`src/rtl/conv33_window_sched_if.sv`:
```
// Handshake and control bundle between the 3x3 window scheduler and its surroundings.
// master = scheduler side, slave = launcher / window datapath / conv core side.
interface conv33_window_sched_if #(
  parameter int unsigned IMG_W  = 28,
  parameter int unsigned IMG_H  = 28,
  parameter int unsigned CH_NUM = 1
);
  localparam int unsigned ROW_W = (IMG_H  > 1) ? $clog2(IMG_H)  : 1;
  localparam int unsigned COL_W = (IMG_W  > 1) ? $clog2(IMG_W)  : 1;
  localparam int unsigned CH_W  = (CH_NUM > 1) ? $clog2(CH_NUM) : 1;

  logic             start;
  logic             busy;
  logic             done;
  logic             win_req_valid;
  logic             win_req_ready;
  logic [ROW_W-1:0] win_row;
  logic [COL_W-1:0] win_col;
  logic [CH_W-1:0]  win_ch;
  logic             win_last;
  logic             res_valid;
  logic             err_unexp;

  modport master (
    input  start, win_req_ready, res_valid,
    output busy, done, win_req_valid, win_row, win_col, win_ch, win_last, err_unexp
  );

  modport slave (
    output start, win_req_ready, res_valid,
    input  busy, done, win_req_valid, win_row, win_col, win_ch, win_last, err_unexp
  );
endinterface

```
`src/rtl/conv33_window_sched.sv`:
```
// Walks every valid 3x3 window (channel, row, col) of a feature map, issuing one
// request per handshake while bounding the number of results still outstanding.
module conv33_window_sched #(
  parameter int unsigned IMG_W   = 28,
  parameter int unsigned IMG_H   = 28,
  parameter int unsigned CH_NUM  = 1,
  parameter int unsigned MAX_OUT = 4
) (
  input  logic                   clk,
  input  logic                   rst,
  conv33_window_sched_if.master  bus
);
  localparam int unsigned ROW_W = (IMG_H  > 1) ? $clog2(IMG_H)  : 1;
  localparam int unsigned COL_W = (IMG_W  > 1) ? $clog2(IMG_W)  : 1;
  localparam int unsigned CH_W  = (CH_NUM > 1) ? $clog2(CH_NUM) : 1;
  localparam int unsigned CNT_W = $clog2(MAX_OUT + 1);

  localparam logic [ROW_W-1:0] ROW_LAST = ROW_W'(IMG_H - 3);
  localparam logic [COL_W-1:0] COL_LAST = COL_W'(IMG_W - 3);
  localparam logic [CH_W-1:0]  CH_LAST  = CH_W'(CH_NUM - 1);
  localparam logic [CNT_W-1:0] CNT_MAX  = CNT_W'(MAX_OUT);

  typedef enum logic [1:0] {
    S_IDLE  = 2'd0,
    S_RUN   = 2'd1,
    S_DRAIN = 2'd2,
    S_DONE  = 2'd3
  } state_e;

  state_e           state_q, state_d;
  logic [ROW_W-1:0] row_q, row_d;
  logic [COL_W-1:0] col_q, col_d;
  logic [CH_W-1:0]  ch_q, ch_d;
  logic [CNT_W-1:0] cnt_q, cnt_d;
  logic             err_q, err_d;
  logic             valid_q, valid_d;
  logic             last_q, last_d;
  logic             busy_q, busy_d;
  logic             done_q, done_d;
  logic             hs;

  always_ff @(posedge clk or negedge rst) begin
    if (!rst) begin
      state_q <= S_IDLE;
      row_q   <= '0;
      col_q   <= '0;
      ch_q    <= '0;
      cnt_q   <= '0;
      err_q   <= 1'b0;
      valid_q <= 1'b0;
      last_q  <= 1'b0;
      busy_q  <= 1'b0;
      done_q  <= 1'b0;
    end else begin
      state_q <= state_d;
      row_q   <= row_d;
      col_q   <= col_d;
      ch_q    <= ch_d;
      cnt_q   <= cnt_d;
      err_q   <= err_d;
      valid_q <= valid_d;
      last_q  <= last_d;
      busy_q  <= busy_d;
      done_q  <= done_d;
    end
  end

  // Next state; registered outputs are derived from the next-state values so the
  // request stays stable while stalled and streams back-to-back when ready.
  always_comb begin
    state_d = state_q;
    row_d   = row_q;
    col_d   = col_q;
    ch_d    = ch_q;
    cnt_d   = cnt_q;
    err_d   = err_q;
    hs      = valid_q && bus.win_req_ready;

    if (hs && !bus.res_valid) begin
      cnt_d = cnt_q + CNT_W'(1);
    end else if (!hs && bus.res_valid) begin
      if (cnt_q == '0) err_d = 1'b1;
      else             cnt_d = cnt_q - CNT_W'(1);
    end

    if (hs) begin
      if (col_q == COL_LAST) begin
        col_d = '0;
        if (row_q == ROW_LAST) begin
          row_d = '0;
          ch_d  = (ch_q == CH_LAST) ? '0 : ch_q + CH_W'(1);
        end else begin
          row_d = row_q + ROW_W'(1);
        end
      end else begin
        col_d = col_q + COL_W'(1);
      end
    end

    case (state_q)
      S_IDLE: begin
        if (bus.start) begin
          state_d = S_RUN;
          row_d   = '0;
          col_d   = '0;
          ch_d    = '0;
          cnt_d   = '0;
          err_d   = 1'b0;
        end
      end
      S_RUN:   if (hs && last_q) state_d = S_DRAIN;
      S_DRAIN: if (cnt_q == '0) state_d = S_DONE;
      S_DONE:  state_d = S_IDLE;
      default: state_d = S_IDLE;
    endcase

    valid_d = (state_d == S_RUN) && (cnt_d < CNT_MAX);
    last_d  = (row_d == ROW_LAST) && (col_d == COL_LAST) && (ch_d == CH_LAST);
    busy_d  = (state_d != S_IDLE);
    done_d  = (state_d == S_DONE);
  end

  assign bus.busy          = busy_q;
  assign bus.done          = done_q;
  assign bus.win_req_valid = valid_q;
  assign bus.win_row       = row_q;
  assign bus.win_col       = col_q;
  assign bus.win_ch        = ch_q;
  assign bus.win_last      = valid_q && last_q;
  assign bus.err_unexp     = err_q;
endmodule

```
`src/flat_wrapper.sv`:
```
// flat-port wrapper written by rule: the top's interface ports become plain ports
module conv33_window_sched_flat 
#(
  parameter int unsigned IMG_W   = 28,
  parameter int unsigned IMG_H   = 28,
  parameter int unsigned CH_NUM  = 1,
  parameter int unsigned MAX_OUT = 4
)
  (clk, rst, bus_start, bus_win_req_ready, bus_res_valid, bus_busy, bus_done, bus_win_req_valid, bus_win_row, bus_win_col, bus_win_ch, bus_win_last, bus_err_unexp);
  conv33_window_sched_if #(.IMG_W(IMG_W), .IMG_H(IMG_H), .CH_NUM(CH_NUM)) bus_i ();
  input  logic clk;
  input  logic rst;
  input wire logic [$bits(bus_i.start)-1:0] bus_start;
  input wire logic [$bits(bus_i.win_req_ready)-1:0] bus_win_req_ready;
  input wire logic [$bits(bus_i.res_valid)-1:0] bus_res_valid;
  output wire logic [$bits(bus_i.busy)-1:0] bus_busy;
  output wire logic [$bits(bus_i.done)-1:0] bus_done;
  output wire logic [$bits(bus_i.win_req_valid)-1:0] bus_win_req_valid;
  output wire logic [$bits(bus_i.win_row)-1:0] bus_win_row;
  output wire logic [$bits(bus_i.win_col)-1:0] bus_win_col;
  output wire logic [$bits(bus_i.win_ch)-1:0] bus_win_ch;
  output wire logic [$bits(bus_i.win_last)-1:0] bus_win_last;
  output wire logic [$bits(bus_i.err_unexp)-1:0] bus_err_unexp;
  assign bus_i.start = bus_start;
  assign bus_i.win_req_ready = bus_win_req_ready;
  assign bus_i.res_valid = bus_res_valid;
  assign bus_busy = bus_i.busy;
  assign bus_done = bus_i.done;
  assign bus_win_req_valid = bus_i.win_req_valid;
  assign bus_win_row = bus_i.win_row;
  assign bus_win_col = bus_i.win_col;
  assign bus_win_ch = bus_i.win_ch;
  assign bus_win_last = bus_i.win_last;
  assign bus_err_unexp = bus_i.err_unexp;
  conv33_window_sched #(.IMG_W(IMG_W), .IMG_H(IMG_H), .CH_NUM(CH_NUM), .MAX_OUT(MAX_OUT)) u_core (.clk(clk), .rst(rst), .bus(bus_i));
endmodule
```
`config.mk`:
```
export PLATFORM = sky130hd
export DESIGN_NAME = conv33_window_sched_flat
export DESIGN_NICKNAME = d
export VERILOG_FILES = /design/src/rtl/conv33_window_sched_if.sv /design/src/rtl/conv33_window_sched.sv /design/src/flat_wrapper.sv
export SDC_FILE = /design/constraint.sdc
export NUM_CORES = 1
export LEC_CHECK = 0
export ABC_AREA = 1
export BUFFER_PORTS_ARGS = -buffer_cell sky130_fd_sc_hd__buf_2
export CAP_MARGIN = 20
export CORE_MARGIN = 1.5
export CORE_UTILIZATION = 41
export DETAILED_ROUTE_END_ITERATION = 8
export GPL_TIMING_DRIVEN = 0
export PLACE_DENSITY_LB_ADDON = 0.1
export SYNTH_ARGS = -nofsm -noshare
export SYNTH_HDL_FRONTEND = slang
export SYNTH_SLANG_ARGS = --single-unit
```
`constraint.sdc`:
```
create_clock -name clk -period 2 [get_ports clk]
set_input_delay 0.4 -clock clk [delete_from_list [all_inputs] [get_ports clk]]
set_output_delay 0.4 -clock clk [all_outputs]
set_load 0.02 [all_outputs]
```
; ---- Word-level counts from Yosys, hierarchy flattened
; Cells that the tools add are included.
[op_classes]
n_addsub = 5
n_lt_le_gt_ge = 1
n_eq_ne = 9
mux = 29
bitwise = 1
reduce_logical = 13
[op_table]
columns = cell, count
row1 = two-way mux 5 bit, 9
row2 = "== test 5 bit, second input constant", 4
row3 = two-way mux 3 bit, 5
row4 = two-way mux 1 bit, 11
row5 = "adder 5 x 1 -> 5 bit, second input constant", 2
row6 = logical AND 1 bit, 8
row7 = case mux 2 bit (4 select lines), 1
row8 = "== test 2 bit, second input constant", 3
row9 = two-way mux 2 bit, 3
row10 = "== test 2 x 1 -> 1 bit, second input constant", 2
row11 = "adder 3 x 1 -> 3 bit, second input constant", 1
row12 = zero test 3 bit, 1
row13 = "less-than comparator 3 bit, second input constant", 1
row14 = "subtractor 3 x 1 -> 3 bit, second input constant", 1
row15 = zero test 1 bit, 2
row16 = zero test 2 bit, 1
row17 = nonzero test 2 bit, 1
row18 = "adder 1 bit, second input constant", 1
row19 = NOT 1 bit, 1
[word_totals]
reg_bits = 21
in_bits = 5
output_inout_bits = 16
wordCells = 68

; ---- Longest topological paths before layout
[depth]
depth_word = 9
ltp_mapped = 12
depth_no_buf = 12

; ---- Worst setup path after synthesis
; OpenSTA, ideal clock, no wires.
[synth_path]
path_kind = register to register
startpoint = register u_core.col_q[1] (netlist: u_core.bus.win_col[1])
endpoint = register u_core.last_q
setup_ns = 0.115
t_arrival_ns = 1.391
required_time_ns = 1.885
setup_slack_ns = 0.494
path_stages_with_launch = 13
n_path_buf = 0
period_less_slack_ns = 1.506
path_cell_list = dfrtp_1 -> inv_1 -> ha_1 -> nand2_1 -> inv_2 -> nand3_4 -> nand2_4 -> nand2_4 -> inv_2 -> nor2_1 -> nor2_1 -> nand2_1 -> nor2_2
[synth_via]
elab_chain_len = 8
elab_cells_between_ends = 19
classes_between = add/sub (1) / eq/ne (3) / mux (12) / bitwise (1) / reduce/logical (2)
[synth_lines]
columns = item, line
row1 = "start, declared", conv33_window_sched.sv:32  ; logic [COL_W-1:0] col_q, col_d;
row2 = "start signal, assigned", conv33_window_sched.sv:57  ; col_q <= col_d;
row3 = == test 5 bit (*), conv33_window_sched.sv:87  ; if (col_q == COL_LAST) begin
row4 = two-way mux 5 bit (*), conv33_window_sched.sv:87
row5 = two-way mux 5 bit (*), conv33_window_sched.sv:86  ; if (hs) begin
row6 = two-way mux 5 bit, conv33_window_sched.sv:102  ; if (bus.start) begin
row7 = two-way mux 5 bit (*), conv33_window_sched.sv:100  ; case (state_q)
row8 = via u_core.row_d[2], conv33_window_sched.sv:31  ; logic [ROW_W-1:0] row_q, row_d;
row9 = == test 5 bit (*), conv33_window_sched.sv:118  ; last_d = (row_d == ROW_LAST) && (col_d == COL_LAST) && (ch_d == CH_LAST);
row10 = logical AND 1 bit (*) (2 in a row), conv33_window_sched.sv:118
row11 = via u_core.last_d, conv33_window_sched.sv:37  ; logic last_q, last_d;
row12 = "end signal, assigned", conv33_window_sched.sv:62  ; last_q <= last_d;
row13 = "end, declared", conv33_window_sched.sv:37
; The timed path passes the listed nets; every way through them passes the cells marked *.

; ---- Worst setup path in the final report
[layout_path]
startpoint = register u_core.col_q[0] (netlist: u_core.bus.win_col[0])
endpoint = register u_core.last_q
; Same word-level chain as after synthesis.

==> impl_metrics.yaml <==
floorplan:
  coreArea_sq_um: 2829
  ios: 21
  num_rows: 19
  dieHeight_um: 58.52
  die_width_um: 58.52
  die_area_sq_um: 3424
  initial_utilization_pct: 44.67
cts:
  cts_tree: "done"
  post_cts_resized: 0
  cts_sinks: 21
  htreeDepth: 1
  cts_setup_buffers: 0
  cts_root_buf: "clkbuf_4"
  cts_hold_buf: 0
  numCtsBuffers: 3
  path_clk_slew_ns: 0.12
  clk_latency_ns: 0.30
  clock_tree.buffer_depth: 2
detailed_routing:
  drt_iter0_drc: 28
  viasPerCell: 4.792
  avgRoutedWirePerCell_um: 10.51
  vias: 1083
  ant_nets: 0
  drt_wl_total_um: 2376
  dr.pass1.iters: 4
  drc: 0
timing:
  hold_violations: 0
  maxSlewViolCount: 0
  setup_tns_ns: 0
  fin_crit_sh_pct: 80.82
  worst_pin_slew_ns: 0.4699
  fmax_mhz: 618.6
  finClkSkew_ns: 0.005097
  setup_viol: 0
  min_period_ns: 1.616
  rsz0062_at_grt: "no"
  slew_headroom_pct: 68.67
cells_and_area:
  layout-drive-gt1-share_pct: 20.51
  nets: 208
  area_delta_synth_final_pct: 13.07
  n_antenna_cell: 0
  fin_cells: 226
placed_design:
  placed_cells: 222
  placement.io_buffers: 20
  gp_congestion: 0.8069
  post-dp-hpwl_um: 1839
logic_synthesis:
  yosysWarnings: 0
  seq_area_frac_synth_pct: 41.58
  synth_area_sq_um: 1264
  synth_fa_ha_area_share_pct: 6.931
  netlist.area_leader.share_pct: 41.58
  yosysUniqueCellTypes: 21
  yosysTopAreaCell: "dfrtp_1"
  synth-xor-area-share_pct: 0
  synth_top_family_by_area: "simple AND/OR/NAND/NOR gates"
  synth_nets: 183
  synth-compound-area-share_pct: 5.050
  synth_area_leaders: "dfrtp_1 42%, nand2_1 12%, nor2_1 8.6%"
  yosys.area_share.simple_pct: 36.24
  ys_seq_elements: 21
  synth_mux_area_share_pct: 0
  syn_inst: 171
  syn_area_per_cell_sq_um: 7.390
power_and_ir_drop:
  vdd_ir_drop_max_mv: 0.5908
  p_per_area_nw_per_um2: 1337
  p_leak_nw: 0.8471
setup_path:
  cp-end-kind: "flip-flop"
  worstPathMaxFanout: 6
  critPathTopFamily: "simple AND/OR/NAND/NOR gates"
  criticalPathCategory: "reg -> reg"
  cp_slowest_cell: "dfrtp_1"
  cpPeakStageDelay_ns: 0.47
  worst_setup_path_start_kind: "flip-flop"
  worst-path-buf-inv: 2
  worstPathArrival_ns: 1.82
  rrSetupSlack_ns: 0.38
  worstPathRequired_ns: 2.20
  crit_chain: "ha_1 -> nand2_1 -> inv_2 -> nand3_4 -> nand2_4 -> nand2_4 -> inv_2 -> nor2_1 -> nor2_1 -> nand2_1 -> nor2_2"
outcome:
  outcome: "complete, no violations"
global_route:
  first_global_vias: 1002
  antenna_found_initial: 0
  grtUsageTotal_pct: 16.43
  grt.overflow.total: 0
  grt_max_degree: 22
  grt_pass1_wl_um: 4271
run:
  max_cap_viol_count: 0
worst_hold_path:
  hold_class: "in -> async"
[synth_stat cells, drive strengths merged]
cell	count
nand3	11
nor4	1
nor2	35
nand4	3
o21ai	5
ha	7
inv	33
or2	1
o22ai	1
dfrtp	21
a21oi	5
a22oi	1
nor3	1
nand2	46
[worst register-to-register path, stage by stage (launching register included)]
cell	delay, ns
dfrtp_1	0.47
ha_1	0.22
nand2_1	0.10
inv_2	0.05
nand3_4	0.11
nand2_4	0.10
nand2_4	0.08
inv_2	0.04
nor2_1	0.17
nor2_1	0.07
nand2_1	0.07
nor2_2	0.04
[layout by cell type (no fill, tap or decap), drive strengths merged]
cell type,n
a21oi,5
a22oi,1
buf,20
clkbuf,4
dfrtp,21
ha,7
inv,33
nand2,46
nand3,11
nand4,3
nor2,35
nor3,1
nor4,1
o21ai,5
o22ai,1
or2,1
[path summary, 6_finish.rpt]
| check | endpoint | cells after the start | from |
|---|---|---|---|
| max reg2reg | u_core.last_q$_DFF_PN0_ | 11 | u_core.bus.win_col[0]$_DFF_PN0_ |
| max | u_core.last_q$_DFF_PN0_ | 11 | u_core.bus.win_col[0]$_DFF_PN0_ |
| min | u_core.bus.win_ch$_DFF_PN0_ | 1 | rst |
| min in group clk | u_core.state_q[0]$_DFF_PN0_ | 3 | bus_start |
| max in group asynchronous | u_core.cnt_q[2]$_DFF_PN0_ | 1 | rst |
| min reg2reg | u_core.bus.done$_DFF_PN0_ | 1 | u_core.state_q[0]$_DFF_PN0_ |
[per-layer routing]
metal,up-vias,track usage (%),share of wire [%]
met5,-,0,0
met4,0,7.309,0.67
met3,2,2.198,4.4
met2,25,27.45,47
met1,483,21.21,47
li1,573,-,-
[where the power goes]
group | internal (mW) | switching, mW
registers | 0.566 | 0.166
logic | 0.345 | 0.625
clock network | 0.0777 | 0.130
[registers in the layout, indices dropped and copies added (netlist names)]
name / cells
u_core.bus.win_req_valid: 1
u_core.bus.err_unexp: 1
u_core.bus.win_ch: 1
u_core.last_q: 1
u_core.bus.done: 1
u_core.bus.win_row: 5
u_core.bus.busy: 1
u_core.bus.win_col: 5
u_core.cnt_q: 3
u_core.state_q: 2
[final cells by class]
| cell class | count | area (sq um) |
|---|---|---|
| clock buffer | 4 | 26.28 |
| fill | 288 | 1400 |
| inverter | 33 | 128.9 |
| multi-input combinational | 117 | 609.3 |
| sequential | 21 | 525.5 |
| tap | 31 | 38.79 |
| timing repair buffer | 20 | 100.1 |
[stage by stage]
step	power (mW)	worst slack [ns]	area [sq um]	hold slack [ns]	util, %
4_1_cts	1.926	0.3984	1429	0.04492	50.51
3_5_place_dp	1.715	0.4241	1403	0.3906	49.58
6_report	1.910	0.3836	1429	0.03074	50.51
2_1_floorplan	1.447	0.4940	1264	0.1044	-
5_1_grt	2.110	0.2476	1429	0.06256	50.51
3_3_place_gp	1.696	0.4222	1403	0.3887	49.58
[logic make-up (layout without fill, tap and decap cells)]
group | count (synthesis) | count (layout)
AO/OA/AOI/OAI | 12 | 12
adder cells (fa/ha/maj) | 7 | 7
buffers and inverters | 33 | 57
flip-flops | 21 | 21
AND/OR/NAND/NOR | 98 | 98
Power figures use the tool's default switching activity.
